<file path="config.mk">
export PLATFORM = sky130hd
export DESIGN_NAME = cc_poscomparator_scan_flat
export DESIGN_NICKNAME = d
export VERILOG_FILES = /design/src/rtl/cc_poscomparator_pkg.sv /design/src/rtl/cc_poscomparator_scan_if.sv /design/src/rtl/cc_poscomparator_cell.sv /design/src/rtl/cc_poscomparator_scan.sv /design/src/flat_wrapper.sv
export SDC_FILE = /design/constraint.sdc
export NUM_CORES = 1
export LEC_CHECK = 0
export ABC_AREA = 1
export CAP_MARGIN = 15
export CORE_UTILIZATION = 49
export DETAILED_ROUTE_END_ITERATION = 8
export PLACE_DENSITY = 0.85
export SLEW_MARGIN = 10
export SYNTH_ARGS = -nofsm -noshare
export SYNTH_HDL_FRONTEND = slang
export SYNTH_SLANG_ARGS = --single-unit
</file>
<file path="constraint.sdc">
create_clock -name CC_POSCOMPARATOR_SCAN_CLOCK_50 -period 1.5 [get_ports CC_POSCOMPARATOR_SCAN_CLOCK_50]
set_input_delay 0.3 -clock CC_POSCOMPARATOR_SCAN_CLOCK_50 [delete_from_list [all_inputs] [get_ports CC_POSCOMPARATOR_SCAN_CLOCK_50]]
set_output_delay 0.3 -clock CC_POSCOMPARATOR_SCAN_CLOCK_50 [all_outputs]
set_load 0.005 [all_outputs]
</file>
<file path="src/rtl/cc_poscomparator_pkg.sv">
// rtl/cc_poscomparator_pkg.sv - shared types and constants for the position comparator scan
package cc_poscomparator_pkg;

  typedef enum logic [1:0] {
    IDLE = 2'd0,
    SCAN = 2'd1,
    DONE = 2'd2
  } scanStateT;

  localparam int MODE_OVERLAP = 0;
  localparam int MODE_EXACT   = 1;

  localparam int                  HITCNT_W   = 4;
  localparam logic [HITCNT_W-1:0] HITCNT_MAX = 4'd15;

  function automatic logic [HITCNT_W-1:0] satInc(input logic [HITCNT_W-1:0] cnt);
    return (cnt == HITCNT_MAX) ? cnt : cnt + 1'b1;
  endfunction

endpackage

</file>
<file path="src/rtl/cc_poscomparator_scan_if.sv">
// rtl/cc_poscomparator_scan_if.sv - frame request, matrix row and result signals of the scan block
interface cc_poscomparator_scan_if
  import cc_poscomparator_pkg::*;
#(
  parameter int DATAWIDTH = 8,
  parameter int ROWS      = 8,
  parameter int PLAYERS   = 2
);
  localparam int RW = $clog2(ROWS);

  logic                          CC_POSCOMPARATOR_SCAN_start;
  logic                          CC_POSCOMPARATOR_SCAN_clear;
  logic [DATAWIDTH-1:0]          CC_POSCOMPARATOR_SCAN_row_data;
  logic [PLAYERS*DATAWIDTH-1:0]  CC_POSCOMPARATOR_SCAN_pos;
  logic [PLAYERS*RW-1:0]         CC_POSCOMPARATOR_SCAN_prow;
  logic [RW-1:0]                 CC_POSCOMPARATOR_SCAN_row_idx;
  logic                          CC_POSCOMPARATOR_SCAN_busy;
  logic                          CC_POSCOMPARATOR_SCAN_done;
  logic [PLAYERS-1:0]            CC_POSCOMPARATOR_SCAN_hit;
  logic [PLAYERS*HITCNT_W-1:0]   CC_POSCOMPARATOR_SCAN_hitcount;

  modport master (
    output CC_POSCOMPARATOR_SCAN_start, CC_POSCOMPARATOR_SCAN_clear,
           CC_POSCOMPARATOR_SCAN_row_data, CC_POSCOMPARATOR_SCAN_pos,
           CC_POSCOMPARATOR_SCAN_prow,
    input  CC_POSCOMPARATOR_SCAN_row_idx, CC_POSCOMPARATOR_SCAN_busy,
           CC_POSCOMPARATOR_SCAN_done, CC_POSCOMPARATOR_SCAN_hit,
           CC_POSCOMPARATOR_SCAN_hitcount
  );

  modport slave (
    input  CC_POSCOMPARATOR_SCAN_start, CC_POSCOMPARATOR_SCAN_clear,
           CC_POSCOMPARATOR_SCAN_row_data, CC_POSCOMPARATOR_SCAN_pos,
           CC_POSCOMPARATOR_SCAN_prow,
    output CC_POSCOMPARATOR_SCAN_row_idx, CC_POSCOMPARATOR_SCAN_busy,
           CC_POSCOMPARATOR_SCAN_done, CC_POSCOMPARATOR_SCAN_hit,
           CC_POSCOMPARATOR_SCAN_hitcount
  );

endinterface

</file>
<file path="src/rtl/cc_poscomparator_cell.sv">
// rtl/cc_poscomparator_cell.sv - one player's snapshot, row compare, frame accumulator and hit counter
module cc_poscomparator_cell
  import cc_poscomparator_pkg::*;
#(
  parameter int DATAWIDTH = 8,
  parameter int ROWS      = 8,
  parameter int MODE      = MODE_OVERLAP
) (
  input  logic                     clk,
  input  logic                     rstN,
  input  logic                     load,
  input  logic                     scanEn,
  input  logic                     doneEn,
  input  logic                     clear,
  input  logic [$clog2(ROWS)-1:0]  rowIdx,
  input  logic [DATAWIDTH-1:0]     rowData,
  input  logic [DATAWIDTH-1:0]     pos,
  input  logic [$clog2(ROWS)-1:0]  prow,
  output logic                     hit,
  output logic [HITCNT_W-1:0]      hitCount
);

  logic [DATAWIDTH-1:0]    posSnap;
  logic [$clog2(ROWS)-1:0] prowSnap;
  logic                    acc;
  logic                    rowMatch;

  // Exact mode treats an all-zero mask as a position too, so an empty row matches it.
  always_comb begin
    rowMatch = 1'b0;
    if (MODE == MODE_EXACT) rowMatch = (rowData == posSnap);
    else                    rowMatch = |(rowData & posSnap);
  end

  always_ff @(posedge clk or negedge rstN) begin
    if (!rstN) begin
      posSnap  <= '0;
      prowSnap <= '0;
      acc      <= 1'b0;
      hit      <= 1'b0;
      hitCount <= '0;
    end else begin
      if (load) begin
        posSnap  <= pos;
        prowSnap <= prow;
        acc      <= 1'b0;
      end else if (scanEn && (prowSnap == rowIdx) && rowMatch) begin
        acc <= 1'b1;
      end
      if (doneEn) hit <= acc;
      if (clear)              hitCount <= '0;
      else if (doneEn && acc) hitCount <= satInc(hitCount);
    end
  end

endmodule

</file>
<file path="src/rtl/cc_poscomparator_scan.sv">
// rtl/cc_poscomparator_scan.sv - frame scan FSM and row counter driving one compare cell per player
module cc_poscomparator_scan
  import cc_poscomparator_pkg::*;
#(
  parameter int DATAWIDTH = 8,
  parameter int ROWS      = 8,
  parameter int PLAYERS   = 2,
  parameter int MODE      = MODE_OVERLAP
) (
  input logic                    CC_POSCOMPARATOR_SCAN_CLOCK_50,
  input logic                    CC_POSCOMPARATOR_SCAN_RESET_InLow,
  cc_poscomparator_scan_if.slave bus
);

  localparam int            RW       = $clog2(ROWS);
  localparam logic [RW-1:0] LAST_ROW = RW'(ROWS - 1);

  scanStateT               state, nextState;
  logic [RW-1:0]           rowIdx, rowIdxNext;
  logic                    load;
  logic [PLAYERS-1:0]      hitVec;
  logic [PLAYERS*HITCNT_W-1:0] hitCountVec;

  always_ff @(posedge CC_POSCOMPARATOR_SCAN_CLOCK_50 or negedge CC_POSCOMPARATOR_SCAN_RESET_InLow) begin
    if (!CC_POSCOMPARATOR_SCAN_RESET_InLow) begin
      state  <= IDLE;
      rowIdx <= '0;
    end else begin
      state  <= nextState;
      rowIdx <= rowIdxNext;
    end
  end

  // Start is only looked at in IDLE, so requests during a frame are dropped.
  always_comb begin
    nextState  = state;
    rowIdxNext = rowIdx;
    load       = 1'b0;
    case (state)
      IDLE: begin
        rowIdxNext = '0;
        if (bus.CC_POSCOMPARATOR_SCAN_start) begin
          load      = 1'b1;
          nextState = SCAN;
        end
      end
      SCAN: begin
        if (rowIdx == LAST_ROW) begin
          rowIdxNext = '0;
          nextState  = DONE;
        end else begin
          rowIdxNext = rowIdx + 1'b1;
        end
      end
      DONE:    nextState = IDLE;
      default: begin
        nextState  = IDLE;
        rowIdxNext = '0;
      end
    endcase
  end

  assign bus.CC_POSCOMPARATOR_SCAN_row_idx  = rowIdx;
  assign bus.CC_POSCOMPARATOR_SCAN_busy     = (state == SCAN) || (state == DONE);
  assign bus.CC_POSCOMPARATOR_SCAN_done     = (state == DONE);
  assign bus.CC_POSCOMPARATOR_SCAN_hit      = hitVec;
  assign bus.CC_POSCOMPARATOR_SCAN_hitcount = hitCountVec;

  for (genvar p = 0; p < PLAYERS; p++) begin : gCell
    cc_poscomparator_cell #(
      .DATAWIDTH (DATAWIDTH),
      .ROWS      (ROWS),
      .MODE      (MODE)
    ) uCell (
      .clk      (CC_POSCOMPARATOR_SCAN_CLOCK_50),
      .rstN     (CC_POSCOMPARATOR_SCAN_RESET_InLow),
      .load     (load),
      .scanEn   (state == SCAN),
      .doneEn   (state == DONE),
      .clear    (bus.CC_POSCOMPARATOR_SCAN_clear),
      .rowIdx   (rowIdx),
      .rowData  (bus.CC_POSCOMPARATOR_SCAN_row_data),
      .pos      (bus.CC_POSCOMPARATOR_SCAN_pos[p*DATAWIDTH +: DATAWIDTH]),
      .prow     (bus.CC_POSCOMPARATOR_SCAN_prow[p*RW +: RW]),
      .hit      (hitVec[p]),
      .hitCount (hitCountVec[p*HITCNT_W +: HITCNT_W])
    );
  end

endmodule
</file>
<file path="src/flat_wrapper.sv">
// flat-port wrapper written by rule: the top's interface ports become plain ports
module cc_poscomparator_scan_flat import cc_poscomparator_pkg::*;
#(
  parameter int DATAWIDTH = 8,
  parameter int ROWS      = 8,
  parameter int PLAYERS   = 2,
  parameter int MODE      = MODE_OVERLAP
)
  (CC_POSCOMPARATOR_SCAN_CLOCK_50, CC_POSCOMPARATOR_SCAN_RESET_InLow, bus_CC_POSCOMPARATOR_SCAN_start, bus_CC_POSCOMPARATOR_SCAN_clear, bus_CC_POSCOMPARATOR_SCAN_row_data, bus_CC_POSCOMPARATOR_SCAN_pos, bus_CC_POSCOMPARATOR_SCAN_prow, bus_CC_POSCOMPARATOR_SCAN_row_idx, bus_CC_POSCOMPARATOR_SCAN_busy, bus_CC_POSCOMPARATOR_SCAN_done, bus_CC_POSCOMPARATOR_SCAN_hit, bus_CC_POSCOMPARATOR_SCAN_hitcount);
  cc_poscomparator_scan_if #(.DATAWIDTH(DATAWIDTH), .ROWS(ROWS), .PLAYERS(PLAYERS)) bus_i ();
  input logic CC_POSCOMPARATOR_SCAN_CLOCK_50;
  input logic CC_POSCOMPARATOR_SCAN_RESET_InLow;
  input wire logic [$bits(bus_i.CC_POSCOMPARATOR_SCAN_start)-1:0] bus_CC_POSCOMPARATOR_SCAN_start;
  input wire logic [$bits(bus_i.CC_POSCOMPARATOR_SCAN_clear)-1:0] bus_CC_POSCOMPARATOR_SCAN_clear;
  input wire logic [$bits(bus_i.CC_POSCOMPARATOR_SCAN_row_data)-1:0] bus_CC_POSCOMPARATOR_SCAN_row_data;
  input wire logic [$bits(bus_i.CC_POSCOMPARATOR_SCAN_pos)-1:0] bus_CC_POSCOMPARATOR_SCAN_pos;
  input wire logic [$bits(bus_i.CC_POSCOMPARATOR_SCAN_prow)-1:0] bus_CC_POSCOMPARATOR_SCAN_prow;
  output wire logic [$bits(bus_i.CC_POSCOMPARATOR_SCAN_row_idx)-1:0] bus_CC_POSCOMPARATOR_SCAN_row_idx;
  output wire logic [$bits(bus_i.CC_POSCOMPARATOR_SCAN_busy)-1:0] bus_CC_POSCOMPARATOR_SCAN_busy;
  output wire logic [$bits(bus_i.CC_POSCOMPARATOR_SCAN_done)-1:0] bus_CC_POSCOMPARATOR_SCAN_done;
  output wire logic [$bits(bus_i.CC_POSCOMPARATOR_SCAN_hit)-1:0] bus_CC_POSCOMPARATOR_SCAN_hit;
  output wire logic [$bits(bus_i.CC_POSCOMPARATOR_SCAN_hitcount)-1:0] bus_CC_POSCOMPARATOR_SCAN_hitcount;
  assign bus_i.CC_POSCOMPARATOR_SCAN_start = bus_CC_POSCOMPARATOR_SCAN_start;
  assign bus_i.CC_POSCOMPARATOR_SCAN_clear = bus_CC_POSCOMPARATOR_SCAN_clear;
  assign bus_i.CC_POSCOMPARATOR_SCAN_row_data = bus_CC_POSCOMPARATOR_SCAN_row_data;
  assign bus_i.CC_POSCOMPARATOR_SCAN_pos = bus_CC_POSCOMPARATOR_SCAN_pos;
  assign bus_i.CC_POSCOMPARATOR_SCAN_prow = bus_CC_POSCOMPARATOR_SCAN_prow;
  assign bus_CC_POSCOMPARATOR_SCAN_row_idx = bus_i.CC_POSCOMPARATOR_SCAN_row_idx;
  assign bus_CC_POSCOMPARATOR_SCAN_busy = bus_i.CC_POSCOMPARATOR_SCAN_busy;
  assign bus_CC_POSCOMPARATOR_SCAN_done = bus_i.CC_POSCOMPARATOR_SCAN_done;
  assign bus_CC_POSCOMPARATOR_SCAN_hit = bus_i.CC_POSCOMPARATOR_SCAN_hit;
  assign bus_CC_POSCOMPARATOR_SCAN_hitcount = bus_i.CC_POSCOMPARATOR_SCAN_hitcount;
  cc_poscomparator_scan #(.DATAWIDTH(DATAWIDTH), .ROWS(ROWS), .PLAYERS(PLAYERS), .MODE(MODE)) u_core (.CC_POSCOMPARATOR_SCAN_CLOCK_50(CC_POSCOMPARATOR_SCAN_CLOCK_50), .CC_POSCOMPARATOR_SCAN_RESET_InLow(CC_POSCOMPARATOR_SCAN_RESET_InLow), .bus(bus_i));
endmodule
</file>
==> results of run 1 <==
registers in the layout (all words and copies together), names as in the netlist:
signal,count
u_core.state,2
u_core.gCell.uCell.hit,2
u_core.gCell.uCell.hitCount,8
u_core.gCell.uCell.acc,2
u_core.bus.CC_POSCOMPARATOR_SCAN_row_idx,3
u_core.gCell.uCell.posSnap,16
u_core.gCell.uCell.prowSnap,6
timing repair:
item | 4_1_cts | 5_1_grt
endpoints found under the setup margin | 12 | 14
hold buffers | 1 | 0
pin swaps | 0 | 5
buffers inserted | 11 | 1
hold endpoints to repair | 16 | 0
resized for setup | 7 | 13
report_power, final:
group / internal (mW) / switching, mW
sequential: 1.44 / 0.215
combinational: 0.829 / 0.937
clock: 0.310 / 0.330
total: 2.58 / 1.48
final cells by class:
class	count	area share
timing repair buffer	69	0.2401
sequential	39	0.3599
inverter	27	0.03733
multi-input combinational	168	0.3138
clock buffer	6	0.02673
tap	48	0.02212
per-stage QoR:
step           power, mW  cells  hold slack (ps)  setup slack, ps    util
2_1_floorplan      2.710    240            4.409            247.0       -
3_3_place_gp       3.240    338            246.1            55.38  0.6774
3_5_place_dp       3.323    338            252.9          -0.4061  0.6774
4_1_cts            4.040    356            479.0           -27.88  0.7219
5_1_grt            4.396    357            503.0           -21.88  0.7306
6_report           4.061    357            470.0            37.32  0.7306
logic make-up (layout without fill, tap and decap cells):
logic type	after synthesis	in the layout	synth area share
AND/OR/NAND/NOR	134	134	0.2884
flip-flops	39	39	0.5032
AO/OA/AOI/OAI	24	24	0.07354
adder cells (fa/ha/maj)	8	8	0.05161
XOR/XNOR	2	2	0.009034
buffers and inverters	33	102	0.07419
worst paths after layout:
path	to	slack, ps	cells after the start
setup reg to reg	u_core.state[0]	40	6
hold reg to reg	u_core.gCell[0].uCell.posSnap[0]	480	2
min in group CC_POSCOMPARATOR_SCAN_CLOCK_50	u_core.gCell[0].uCell.posSnap[0]	480	2
hold / removal	u_core.bus.CC_POSCOMPARATOR_SCAN_row_idx[2]	470	2
setup / recovery	bus_CC_POSCOMPARATOR_SCAN_hit[1]	40	1
max in group asynchronous	u_core.bus.CC_POSCOMPARATOR_SCAN_row_idx[1]	570	3
per-layer routing:
metal	track usage	up-vias	part of all wire	wire (µm)
li1	-	879	-	-
met2	0.3815	49	0.51	2105
met1	0.2578	742	0.43	1786
met4	0.06667	0	0.0061	25
met3	0.06690	4	0.046	188
met5	0	-	0	0
placed cells by master (no fill, tap or decap):
cell and instances:
clkbuf_1 1, nand3_1 5, o22ai_2 1, nand4_1 2, ha_1 6, o21ai_1 8
a21oi_1 5, nand2_1 105, nand3_2 2, nor3_1 3, clkbuf_2 2, o21ai_0 4
a21oi_2 6, dlygate4sd2_1 1, dlygate4sd3_1 1, inv_1 17, buf_4 18, clkbuf_8 5
nor2_1 7, xor2_1 2, nor2_2 4, ha_4 1, ha_2 1, buf_2 1
inv_2 10, dlymetal6s2s_1 1, nor3_2 1, clkdlybuf4s50_1 43, buf_12 2, nand2_4 2
dfrtp_1 38, dfrtp_2 1, nand2_2 3
==> run_results.csv, run 1 <==
group,metric,value,unit
status,run_status,"complete, no violations",
clock_tree,cts-root-buf,"clkbuf_8",
synthesis,synth_edf_count,0,
cells_and_area,drive_gt1_frac,0.1942,
critical_path,r2r-start,"u_core.bus.CC_POSCOMPARATOR_SCAN_row_idx[1]",
critical_path,slowest_delay,510,ps
detailed_routing,ant_nets,0,
grt,grt_pass1_wl,6844,µm
grt,antenna_found_initial,0,
sta,finalHoldViolations,0,
floorplan,die_area,4213,µm²
floorplan,rows,22,
synthesis,syn_nets,282,
clock_tree,clk_pin_slew,70,ps
critical_path,cp-start-kind,"flop",
synthesis,synthCells,240,
sta,slew_headroom,0.7269,
sta,tightest_slew,409.7,ps
critical_path,crit_type,"reg -> out",
cells_and_area,multiInputGateArea,852.1,µm²
synthesis,synthTopCellsByArea,"dfrtp_1 (50%), nand2_1 (21%), ha_1 (5.2%)",
synthesis,synth_top_area_share,0.5032,
synthesis,syn_area_per_cell,8.081,µm²
sta,clock.fmax,683.7,MHz
cells_and_area,fin_area,2715,µm²
synthesis,ys.flop_type,"dfrtp_1",
cells_and_area,nNetsFinal,352,
cells_and_area,area.growth.synth_to_final,40.00,%
flow_run,cap_violations,0,
synthesis,synthTopCellsByCount,"nand2_1 (107), dfrtp_1 (39), inv_1 (18), ha_1 (8), o21ai_1 (8)",
critical_path,path_delay_family,"buffers and inverters",
synthesis,async_reset_ff_frac,1.000,
placed_design,place_congestion,0.8363,
sta,min_period_over_period,0.9751,
sta,fin_crit,1463,ps
detailed_routing,dr.pass1.iters,5,
synthesis,synth_most_common_cell,"nand2_1",
sta,setup_viol,0,
synthesis,yosys_warnings,0,
critical_path,end_kind,"output port",
sta,setup_tns,0,ps
clock_tree,cts_tree,"done",
critical_path,required,1200,ps
critical_path,arrival,1160,ps
floorplan,core,3716,µm²
placed_design,hpwl,2967,µm
cells_and_area,antennaDiodeCount,0,
synthesis,yosysTopAreaCell,"dfrtp_1",
critical_path,critPathBufInv,1,
grt,grt_max_degree,25,
detailed_routing,wl_per_cell,11.50,µm
sta,slew_viol_final,0,
grt,grt_pass1_vias,1621,
detailed_routing,drtIter0Drc,52,
clock_tree,worstSkewPairLatency,290,ps
cells_and_area,regArea,977.2,µm²
placed_design,placed_area,2517,µm²
power,p_leak,1.380,nW
clock_tree,cts_buffers,5,
grt,grt_usage,0.2196,
power,ir_worst_vdd,0.0008915,V
critical_path,crit_slowest_cell,"clkdlybuf4s50_1",
floorplan,die_width,64.91,µm
clock_tree,cts_num_sinks,39,
clock_tree,htreeDepth,2,
critical_path,crit_fanout,2,
detailed_routing,drc,0,
synthesis,ys_seq_elements,39,
placed_design,io_buffers,48,
critical_path,path_cells,"clkdlybuf4s50_1",
clock_tree,clock_path_buffers,2,
synthesis,synth_cell_type_count,23,
sta,fin_skew,4.048,ps
detailed_routing,routed_wl,4106,µm
power,powerDensity,1496,nW/µm²
floorplan,initial_core_util,0.5219,
synthesis,syn_area,1939,µm²
floorplan,ios,49,
critical_path,cp-startpoint,"u_core.gCell[1].uCell.hit",
cells_and_area,fill_cells,289,
synthesis,ys_seq_area_frac,0.5032,
grt,gr-total-overflow,0,
detailed_routing,vias,1674,
worst_hold_path,hp-class,"in -> async",
floorplan,dieHeight,64.91,µm
detailed_routing,viasPerCell,4.689,
Note: power is estimated with default switching activity, not from simulation.
==> run 2, diff against run 1 <==
--- a/config.mk
+++ b/config.mk
@@ -9,6 +9,7 @@
 export CAP_MARGIN = 15
 export CORE_UTILIZATION = 49
 export DETAILED_ROUTE_END_ITERATION = 8
+export GPL_ROUTABILITY_DRIVEN = 0
 export PLACE_DENSITY = 0.85
 export SLEW_MARGIN = 10
 export SYNTH_ARGS = -nofsm -noshare
==> results of run 2 <==
The final DEF is identical to that of run 1; final timing and power are the same.
